### src/rtl/sram_frame_reader.sv
// Reads one frame of sequential SRAM words through an arbiter read port and unpacks them into a pixel stream.
// Define SRAM_FRAME_READER_CHECKSUM_EN to add a checksum output (XOR of every word unpacked in the frame).
module sram_frame_reader #(
    parameter int ADDR_WIDTH      = 18,
    parameter int DATA_WIDTH      = 32,
    parameter int PIXEL_WIDTH     = 8,
    parameter int FRAME_WORDS     = 76800,
    parameter int MAX_OUTSTANDING = 4
) (
    input  logic                   clock,
    input  logic                   reset,
    input  logic                   start,
    input  logic [ADDR_WIDTH-1:0]  base_addr,
    output logic                   busy,
    output logic                   done,
    output logic                   req_valid,
    input  logic                   req_ready,
    output logic [ADDR_WIDTH-1:0]  req_addr,
    input  logic                   resp_valid,
    output logic                   resp_ready,
    input  logic [DATA_WIDTH-1:0]  resp_data,
    output logic                   pix_valid,
    input  logic                   pix_ready,
    output logic [PIXEL_WIDTH-1:0] pix_data,
    output logic                   pix_last
`ifdef SRAM_FRAME_READER_CHECKSUM_EN
    ,
    output logic [DATA_WIDTH-1:0]  checksum
`endif
);
    localparam int PPW    = DATA_WIDTH / PIXEL_WIDTH;
    localparam int IDX_W  = (PPW > 1) ? $clog2(PPW) : 1;
    localparam int PTR_W  = (MAX_OUTSTANDING > 1) ? $clog2(MAX_OUTSTANDING) : 1;
    localparam int CNT_W  = $clog2(MAX_OUTSTANDING + 1);
    localparam int WCNT_W = $clog2(FRAME_WORDS + 1);
    localparam logic [WCNT_W-1:0] LAST_WORD = WCNT_W'(FRAME_WORDS - 1);
    localparam logic [WCNT_W-1:0] ALL_WORDS = WCNT_W'(FRAME_WORDS);
    localparam logic [CNT_W-1:0]  FULL_CNT  = CNT_W'(MAX_OUTSTANDING);
    localparam logic [PTR_W-1:0]  LAST_PTR  = PTR_W'(MAX_OUTSTANDING - 1);
    localparam logic [IDX_W-1:0]  LAST_IDX  = IDX_W'(PPW - 1);
    localparam logic              ONE_PIX   = (PPW == 1) ? 1'b1 : 1'b0;

    typedef enum logic [1:0] {
        IDLE   = 2'd0,
        FETCH  = 2'd1,
        DRAIN  = 2'd2,
        FINISH = 2'd3
    } state_t;

    state_t                  state_r;
    logic                    busy_r, done_r, req_valid_r, resp_ready_r;
    logic                    pix_valid_r, pix_last_r, word_last_r;
    logic [ADDR_WIDTH-1:0]   req_addr_r;
    logic [WCNT_W-1:0]       issued_r, popped_r;
    logic [CNT_W-1:0]        credits_r, fifo_cnt_r;
    logic [PTR_W-1:0]        wr_ptr_r, rd_ptr_r;
    logic [DATA_WIDTH-1:0]   fifo_mem_r [MAX_OUTSTANDING];
    logic [DATA_WIDTH-1:0]   hold_r;
    logic [IDX_W-1:0]        idx_r;

    logic                    req_fire_s, push_s, pop_s, pix_fire_s, word_end_s, frame_end_s, accept_s;
    logic [CNT_W-1:0]        credits_nxt_s, fifo_cnt_nxt_s;
    logic [WCNT_W-1:0]       issued_nxt_s;

    // Handshake decode and next values of the credit, FIFO and issue counters
    always_comb begin
        accept_s    = (state_r == IDLE) && start;
        req_fire_s  = req_valid_r && req_ready;
        push_s      = resp_valid && resp_ready_r && ((state_r == FETCH) || (state_r == DRAIN));
        pix_fire_s  = pix_valid_r && pix_ready;
        word_end_s  = pix_fire_s && (idx_r == LAST_IDX);
        frame_end_s = pix_fire_s && pix_last_r;
        // Refill the holding register when empty or as its last pixel leaves, so words stream back to back
        pop_s       = (fifo_cnt_r != '0) && (!pix_valid_r || word_end_s);
        issued_nxt_s = issued_r + {{(WCNT_W-1){1'b0}}, req_fire_s};
        if (req_fire_s && !pop_s) begin
            credits_nxt_s = credits_r - CNT_W'(1);
        end else if (pop_s && !req_fire_s) begin
            credits_nxt_s = credits_r + CNT_W'(1);
        end else begin
            credits_nxt_s = credits_r;
        end
        case ({push_s, pop_s})
            2'b10:   fifo_cnt_nxt_s = fifo_cnt_r + CNT_W'(1);
            2'b01:   fifo_cnt_nxt_s = fifo_cnt_r - CNT_W'(1);
            default: fifo_cnt_nxt_s = fifo_cnt_r;
        endcase
    end

    // Frame control FSM: request issue, credit accounting, busy/done
    always_ff @(posedge clock) begin
        if (reset) begin
            state_r     <= IDLE;
            busy_r      <= 1'b0;
            done_r      <= 1'b0;
            req_valid_r <= 1'b0;
            req_addr_r  <= '0;
            issued_r    <= '0;
            credits_r   <= FULL_CNT;
        end else begin
            credits_r <= credits_nxt_s;
            done_r    <= 1'b0;
            case (state_r)
                IDLE: begin
                    if (start) begin
                        state_r     <= FETCH;
                        busy_r      <= 1'b1;
                        req_valid_r <= 1'b1;
                        req_addr_r  <= base_addr;
                        issued_r    <= '0;
                    end
                end
                FETCH: begin
                    if (req_fire_s) begin
                        req_addr_r <= req_addr_r + ADDR_WIDTH'(1);
                    end
                    issued_r    <= issued_nxt_s;
                    req_valid_r <= (issued_nxt_s != ALL_WORDS) && (credits_nxt_s != '0);
                    if (issued_nxt_s == ALL_WORDS) begin
                        state_r <= DRAIN;
                    end
                end
                DRAIN: begin
                    if (frame_end_s) begin
                        state_r <= FINISH;
                        busy_r  <= 1'b0;
                        done_r  <= 1'b1;
                    end
                end
                FINISH:  state_r <= IDLE;
                default: state_r <= IDLE;
            endcase
        end
    end

    // Response buffer storage (data only, occupancy is tracked separately)
    always_ff @(posedge clock) begin
        if (push_s) begin
            fifo_mem_r[wr_ptr_r] <= resp_data;
        end
    end

    // Response buffer pointers and the word-to-pixel unpacker
    always_ff @(posedge clock) begin
        if (reset) begin
            wr_ptr_r     <= '0;
            rd_ptr_r     <= '0;
            fifo_cnt_r   <= '0;
            resp_ready_r <= 1'b1;
            pix_valid_r  <= 1'b0;
            pix_last_r   <= 1'b0;
            word_last_r  <= 1'b0;
            hold_r       <= '0;
            idx_r        <= '0;
            popped_r     <= '0;
        end else begin
            fifo_cnt_r   <= fifo_cnt_nxt_s;
            resp_ready_r <= (fifo_cnt_nxt_s != FULL_CNT);
            if (push_s) begin
                wr_ptr_r <= (wr_ptr_r == LAST_PTR) ? '0 : wr_ptr_r + PTR_W'(1);
            end
            if (accept_s) begin
                popped_r <= '0;
            end else if (pop_s) begin
                popped_r <= popped_r + WCNT_W'(1);
            end
            if (pop_s) begin
                rd_ptr_r    <= (rd_ptr_r == LAST_PTR) ? '0 : rd_ptr_r + PTR_W'(1);
                hold_r      <= fifo_mem_r[rd_ptr_r];
                idx_r       <= '0;
                pix_valid_r <= 1'b1;
                word_last_r <= (popped_r == LAST_WORD);
                pix_last_r  <= (popped_r == LAST_WORD) && ONE_PIX;
            end else if (word_end_s) begin
                pix_valid_r <= 1'b0;
                pix_last_r  <= 1'b0;
            end else if (pix_fire_s) begin
                hold_r     <= hold_r >> PIXEL_WIDTH;
                idx_r      <= idx_r + IDX_W'(1);
                pix_last_r <= word_last_r && ((idx_r + IDX_W'(1)) == LAST_IDX);
            end
        end
    end

`ifdef SRAM_FRAME_READER_CHECKSUM_EN
    logic [DATA_WIDTH-1:0] checksum_r;

    // Running XOR of every word handed to the unpacker during the frame
    always_ff @(posedge clock) begin
        if (reset) begin
            checksum_r <= '0;
        end else if (accept_s) begin
            checksum_r <= '0;
        end else if (pop_s) begin
            checksum_r <= checksum_r ^ fifo_mem_r[rd_ptr_r];
        end
    end

    assign checksum = checksum_r;
`endif

    assign busy       = busy_r;
    assign done       = done_r;
    assign req_valid  = req_valid_r;
    assign req_addr   = req_addr_r;
    assign resp_ready = resp_ready_r;
    assign pix_valid  = pix_valid_r;
    assign pix_data   = hold_r[PIXEL_WIDTH-1:0];
    assign pix_last   = pix_last_r;
endmodule

### config.mk
export PLATFORM = sky130hd
export DESIGN_NAME = sram_frame_reader
export DESIGN_NICKNAME = d
export VERILOG_FILES = /design/src/rtl/sram_frame_reader.sv
export SDC_FILE = /design/constraint.sdc
export NUM_CORES = 1
export LEC_CHECK = 0
export ABC_AREA = 1
export CORE_MARGIN = 2
export CORE_UTILIZATION = 58
export CTS_CLUSTER_DIAMETER = 30
export DETAILED_ROUTE_END_ITERATION = 6
export GPL_TIMING_DRIVEN = 1
export PLACE_DENSITY = 0.8
export SYNTH_ARGS = -nofsm -noshare
export SYNTH_HDL_FRONTEND = slang
export SYNTH_SLANG_ARGS = --single-unit
### constraint.sdc
create_clock -name clock -period 3.2 [get_ports clock]
set_input_delay 0.32 -clock clock [delete_from_list [all_inputs] [get_ports clock]]
set_output_delay 0.32 -clock clock [all_outputs]
set_load 0.02 [all_outputs]
==> qor.csv, run 1 <==
stage,metric,value,unit
status,status,completed,
die,Ports,88,
synthesis,Cells after Synth,1093,
power,internal power,7787,uW
clock_tree,TritonCTS Buffers,41,
clock_tree,CTS tree,done,
synthesis,"Seq/Total Area, Yosys",59.01,%
grt,first-pass GRT wire length,38520,um
grt,vias in the first global route,8037,
sta,slew of the pin with the lowest slew margin,1.200,ns
synthesis,number of synthesized flops with an enable pin,128,
clock_tree,Clock Tree Buf Depth,3,
sta,Period minus WS final,2.439,ns
synthesis,Synth async-reset ratio,0,%
cells_and_area,layout cells sized above 1,9.106,%
clock_tree,clock transition at the registers of the reported paths,0.05,ns
cells_and_area,Final nets,1261,
worst_setup_path,CP cell instances,inv_1 > ha_1 > nand3_1 > ha_1 > inv_1 > fa_1 > o21ai_0 > o21ai_0 > a21oi_1 > nand3_1,
die,Die X-Extent,136.2,um
worst_setup_path,CP Max Fanout,9,
worst_setup_path,cell family with most CP delay,adder cells,
synthesis,Post-Syn Area per Cell,9.280,um^2
power,Seq pwr share,36.2,%
power,power share of the clock group,36.6,%
cells_and_area,"commonest non-fill, non-tap cell in the layout",nand2_1,
cells_and_area,FF/Latch Area,5987,um^2
power,static leakage,0.004540,uW
min_path,Hold Crit Class,in2reg,
power,PD cells,924.3,nW/um^2
worst_setup_path,Worst setup EP type,flop,
worst_setup_path,Worst Setup SP,state_r[0]$_SDFFE_PP0P_,
worst_setup_path,critical path required time,3.59,ns
route,drt pass-1 iters,5,
route,Avg WL per Cell,16.84,um
synthesis,synth unique cells,43,
worst_setup_path,Slowest cell on crit path,fa_1,
power,Combinational Power Share,27.2,%
synthesis,synth warn,0,
die,Die Y,136.2,um
route,WL final,24340,um
route,Final ANT Viol Nets,0,
route,routed vias,8345,
sta,final setup margin,0.7611,ns
synthesis,synthesized area,10140,um^2
sta,Slew Limit Fails,0,
worst_setup_path,CP startpoint kind,flop,
route,Iter 0 DRT Violations,679,
power,Max IR drop VDD,0.5527,mV
placed_design,IO Port Bufs,87,
worst_setup_path,WS Path Type,reg2reg,
die,Starting Density,59.05,%
route,drt via density,5.775,
clock_tree,Root Driver,clkbuf_16,
synthesis,Post-Syn Nets,1168,
placed_design,dpl cells,1368,
cells_and_area,multi-input logic area,3628,um^2
min_path,Worst Min Path Start,reset,
sta,final setup fails,0,
sta,max_slew headroom,19.67,%
die,Rows,48,
die,core area,17180,um^2
cells_and_area,area delta synth->final,24.21,%
grt,Overflow after GRT,0,
synthesis,Synth Flop Type,edfxtp_1,
worst_setup_path,"Largest stage delay, worst path",0.38,ns
cells_and_area,fin cells,1445,
clock_tree,"Hold-fix buffers, CTS",0,
cells_and_area,fillers,1237,
clock_tree,post-cts gate resize count,0,
clock_tree,Clock Latency Late Sink,0.53,ns
sta,period utilization,76.22,%
route,number of remaining DRC errors,0,
worst_setup_path,Buf/Inv on CP,2,
power,Sw Share,33.14,%
sta,RSZ-0062 raised after global routing,no,
placed_design,worst slack at placement,0.5636,ns
clock_tree,CTS H-tree depth,2,
sta,Final Hold Vio Count,0,
worst_setup_path,CP arrival,2.83,ns
sta,total negative setup slack,0,ns
grt,largest net degree at the start of global routing,65,
placed_design,gpl congestion,0.8983,
sta,Max Fclk,410.0,MHz
job,Max-Cap Viols,0,
placed_design,placed wire-length estimate,13950,um
clock_tree,Setup Buffers After CTS,0,
sta,Final Skew,0.01724,ns
grt,Total Routing Usage GR,26.35,%
cells_and_area,most frequent cells in the layout,"nand2_1, edfxtp_1, dfxtp_1, a21oi_1, nor2_1",
worst_setup_path,R2R Path Start,state_r[0]$_SDFFE_PP0P_,
cells_and_area,fin util,73.35,%
grt,initial antenna violation count,1,
clock_tree,TritonCTS Sinks,235,
synthesis,number of synthesized register bits,235,
die,die area,18560,um^2
power,total power,11650,uW
power,Sw Pwr,3859,uW
-- flip-flops by register name (all words and copies together), names as in the netlist, 2 cells and up, named ones only --
name and flops:
hold_r 32, req_addr 18, issued_r 17, state_r 2
idx_r 2, credits_r 3, wr_ptr_r 2, popped_r 17
fifo_cnt_r 3, fifo_mem_r 128, rd_ptr_r 2
-- cell families after synthesis --
logic type | after synthesis | synth area share [%]
adder cells (fa/ha/maj) | 19 | 2.418
XOR/XNOR | 5 | 0.4317
flip-flops | 235 | 59.01
AND/OR/NAND/NOR | 452 | 18.55
AO/OA/AOI/OAI | 247 | 14.22
buffers and inverters | 135 | 5.366
-- cells in the mapped netlist, drive strengths merged, types with 2 or more instances --
cell type  count  share of area [%]
o21ai         67                3.3
nand2        272                 10
a31oi         28                1.7
nand4          9               0.56
clkbuf        37                1.4
o211ai         4               0.30
o22ai         14               0.86
ha            18                2.2
a211oi         4               0.30
nor3          18               0.99
buf           17                1.0
or2            3               0.19
a311oi         2               0.17
nand3         38                1.9
inv           80                3.0
a221oi         3               0.26
a221o         18                1.8
xor2           4               0.35
a21oi        100                4.9
edfxtp       128                 38
nand3b         6               0.44
dfxtp        107                 21
nor2         104                4.1
o21bai         3               0.22
-- routing by layer --
metal	track usage [%]	share of wire [%]
met1	32.16	39
met2	45.76	50
met3	5.071	8.2
met4	11.05	2.6
met5	0	0
-- final timing paths --
kind	end	slack, ns	depth (start not counted)
max	resp_ready$_SDFF_PP1_	0.76	10
max reg2reg	resp_ready$_SDFF_PP1_	0.76	10
min	req_addr[12]$_SDFFE_PP0P_	0.17	2
min reg2reg	hold_r[31]$_SDFFE_PP0P_	0.47	2
-- power by group through the flow --
stage          clock network, uW  logic, uW  registers (uW)
4_1_cts                     4300       3140            4210
2_1_floorplan                  0       1960            4290
5_1_grt                     4440       3480            4270
3_3_place_gp                   0       3000            4220
3_5_place_dp                   0       3080            4240
6_report                    4260       3170            4220
-- through the flow --
stage	area [um^2]	hold slack [ns]
2_1_floorplan	10140	0.4189
3_3_place_gp	11210	0.4569
3_5_place_dp	11210	0.4588
4_1_cts	12600	0.1536
5_1_grt	12600	0.1815
6_report	12600	0.1739
-- area by class of cell --
class	count	share of cell area, %
tap	225	2.234
sequential	235	47.52
clock buffer	59	9.752
multi-input combinational	723	28.80
antenna	1	0.01986
clock inverter	17	1.281
timing repair buffer	104	7.984
inverter	81	2.413
(Power assumes the default switching activity.)
==> run 2, diff against run 1 <==
--- a/config.mk
+++ b/config.mk
@@ -7,11 +7,11 @@
 export LEC_CHECK = 0
 export ABC_AREA = 1
 export CORE_MARGIN = 2
-export CORE_UTILIZATION = 58
+export CORE_UTILIZATION = 52
 export CTS_CLUSTER_DIAMETER = 30
 export DETAILED_ROUTE_END_ITERATION = 6
 export GPL_TIMING_DRIVEN = 1
-export PLACE_DENSITY = 0.8
+export PLACE_DENSITY = 0.76
 export SYNTH_ARGS = -nofsm -noshare
 export SYNTH_HDL_FRONTEND = slang
 export SYNTH_SLANG_ARGS = --single-unit
==> constraint.sdc (replaced) <==
create_clock -name clock -period 2.1 [get_ports clock]
set_input_delay 0.21 -clock clock [delete_from_list [all_inputs] [get_ports clock]]
set_output_delay 0.21 -clock clock [all_outputs]
set_load 0.02 [all_outputs]
==> qor.csv, run 2 (synthesized netlist as in run 1, its figures left out) <==
stage,metric,value,unit,change
route,Iter 0 DRT Violations,652,,was 679
cells_and_area,ant diodes,0,,was 1
sta,slew of the pin with the lowest slew margin,0.7213,ns,was 1.200 ns
cells_and_area,most frequent cells in the layout,"nand2_1, edfxtp_1, dfxtp_1, a21oi_1, nor2_1",,unchanged
sta,Final Hold Vio Count,0,,unchanged
clock_tree,Root Driver,clkbuf_16,,unchanged
die,Starting Density,52.64,%,was 59.05%
clock_tree,CTS H-tree depth,2,,unchanged
worst_setup_path,CP startpoint kind,flop,,unchanged
sta,final setup fails,0,,unchanged
cells_and_area,area delta synth->final,31.18,%,was 24.21%
power,PD cells,1426,nW/um^2,was 924.3 nW/um^2
cells_and_area,Final nets,1303,,"was 1,261"
placed_design,IO Port Bufs,87,,unchanged
sta,period utilization,94.03,%,was 76.22%
clock_tree,clock transition at the registers of the reported paths,0.04,ns,was 0.05 ns
die,Die X-Extent,143.7,um,was 136.2 um
cells_and_area,"commonest non-fill, non-tap cell in the layout",nand2_1,,unchanged
job,Max-Cap Viols,0,,unchanged
cells_and_area,fin cells,1527,,"was 1,445"
route,Final ANT Viol Nets,0,,unchanged
cells_and_area,design area,13310,um^2,"was 12,600 um^2"
cells_and_area,Largest register FFs,128,,unchanged
clock_tree,Clock Latency Late Sink,0.54,ns,was 0.53 ns
placed_design,Post-DP Area,11590,um^2,"was 11,210 um^2"
grt,vias in the first global route,8258,,"was 8,037"
grt,first-pass GRT wire length,39140,um,"was 38,520 um"
route,Avg WL per Cell,16.41,um,was 16.84 um
grt,largest net degree at the start of global routing,65,,unchanged
die,Ports,88,,unchanged
sta,Slew Limit Fails,0,,unchanged
die,Die Y,143.7,um,was 136.2 um
power,Max IR drop VDD,0.8009,mV,was 0.5527 mV
grt,Overflow after GRT,0,,unchanged
min_path,Hold Crit Class,in2reg,,unchanged
route,drt via density,5.559,,was 5.775
worst_setup_path,R2R Path Start,idx_r[0]$_SDFFE_PP0P_,,was state_r[0]$_SDFFE_PP0P_
clock_tree,CTS tree,done,,unchanged
worst_setup_path,critical path required time,2.49,ns,was 3.59 ns
die,die area,20640,um^2,"was 18,560 um^2"
route,drt pass-1 iters,5,,unchanged
cells_and_area,register with the most flip-flops,fifo_mem_r,,unchanged
sta,Final Skew,0.03131,ns,was 0.01724 ns
route,routed vias,8489,,"was 8,345"
grt,Total Routing Usage GR,23.87,%,was 26.35%
cells_and_area,layout cells sized above 1,14.74,%,was 9.106%
sta,Period minus WS final,1.975,ns,was 2.439 ns
worst_setup_path,Worst Setup SP,idx_r[0]$_SDFFE_PP0P_,,was state_r[0]$_SDFFE_PP0P_
worst_setup_path,CP Max Fanout,3,,was 9
sta,Max Fclk,506.4,MHz,was 410.0 MHz
worst_setup_path,CP arrival,2.37,ns,was 2.83 ns
placed_design,gpl congestion,0.8498,,was 0.8983
die,core area,19270,um^2,"was 17,180 um^2"
min_path,Worst Min Path Start,reset,,unchanged
worst_setup_path,WS Path Type,reg2reg,,unchanged
status,status,completed,,unchanged
worst_setup_path,Worst setup EP type,flop,,unchanged
placed_design,placed wire-length estimate,14490,um,"was 13,950 um"
clock_tree,Clock Tree Buf Depth,3,,unchanged
route,WL final,25060,um,"was 24,340 um"
placed_design,dpl cells,1442,,"was 1,368"
clock_tree,TritonCTS Buffers,45,,was 41
sta,max_slew headroom,51.86,%,was 19.67%
route,number of remaining DRC errors,0,,unchanged
sta,RSZ-0062 raised after global routing,yes,,was no
clock_tree,TritonCTS Sinks,235,,unchanged
grt,initial antenna violation count,0,,was 1
power,static leakage,0.004858,uW,was 0.004540 uW
die,Rows,51,,was 48
==> run 2: cell count changes in the layout (fill, tap and decap cells not counted), moves of 5 or more <==
cell / previous run / this run
inv_6: 0 / 6
buf_12: 1 / 7
buf_4: 16 / 47
bufinv_16: 2 / 7
==> run 2: worst max-delay path, cell delays in order, from the launching register on <==
cell	delay [ns]
dfxtp_2	0.35
ha_4	0.14
nand2_1	0.06
nand2_2	0.07
nand2_2	0.07
inv_2	0.06
ha_1	0.13
inv_1	0.06
fa_2	0.36
o21ai_2	0.19
o21ai_1	0.10
a21oi_2	0.16
nand3_1	0.08
==> run 2: layout make-up <==
type / count / area, um^2
Timing Repair Buffer: 142 / 1370
Fill cell: 1449 / 5964
Sequential cell: 235 / 5992
Clock buffer: 53 / 1197
Inverter: 81 / 304.0
Multi-Input combinational cell: 723 / 3731
Tap cell: 265 / 331.6
Clock inverter: 28 / 380.4
==> run 2: repair_timing <==
item                       CTS  global route
hold buffers                 0             0
cloned                       0             0
setup endpoints to repair    1            12
resized for setup            1            27
pin swaps                    0            12
buffers inserted             0             4
==> run 2: through the flow <==
step | power, uW | TNS (ns) | util, % | hold slack (ns) | setup WS [ns]
global route | 19870 | -0.06783 | 69.05 | 0.1102 | -0.02390
detailed placement | 11380 | -0.8683 | 60.17 | 0.4557 | -0.2789
floorplan | 9548 | -6.922 | - | 0.3089 | -0.05408
finish | 18970 | 0 | 69.05 | 0.08001 | 0.1254
global placement | 11260 | -0.6601 | 60.17 | 0.4522 | -0.2384
CTS | 18940 | 0 | 68.37 | 0.06849 | 0.02380
==> run 2: final timing paths <==
check / endpoint / slack [ns] / depth (start not counted)
worst min register to register: busy$_SDFFE_PP0P_ / 0.47 / 2
worst min-delay path: req_addr[12]$_SDFFE_PP0P_ / 0.08 / 2
worst max-delay path: resp_ready$_SDFF_PP1_ / 0.13 / 12
worst max register to register: resp_ready$_SDFF_PP1_ / 0.13 / 12
==> run 2: per-layer routing <==
| metal | vias to the layer above | global-route usage, % | wire, um |
|---|---|---|---|
| li1 | 4059 | - | - |
| met1 | 4032 | 28.62 | 10110 |
| met2 | 333 | 41.78 | 12490 |
| met3 | 65 | 4.199 | 1757 |
| met4 | 0 | 11.15 | 708 |
| met5 | - | 0 | 0 |
==> run 2: power by group <==
part | total (uW) | switching [uW] | leakage, uW | internal (uW)
Combinational | 5160 | 3190 | 0.00206 | 1970
Sequential | 6400 | 576 | 0.00203 | 5830
Clock | 7410 | 2440 | 0.000763 | 4970
Total | 19000 | 6200 | 0.00486 | 12800
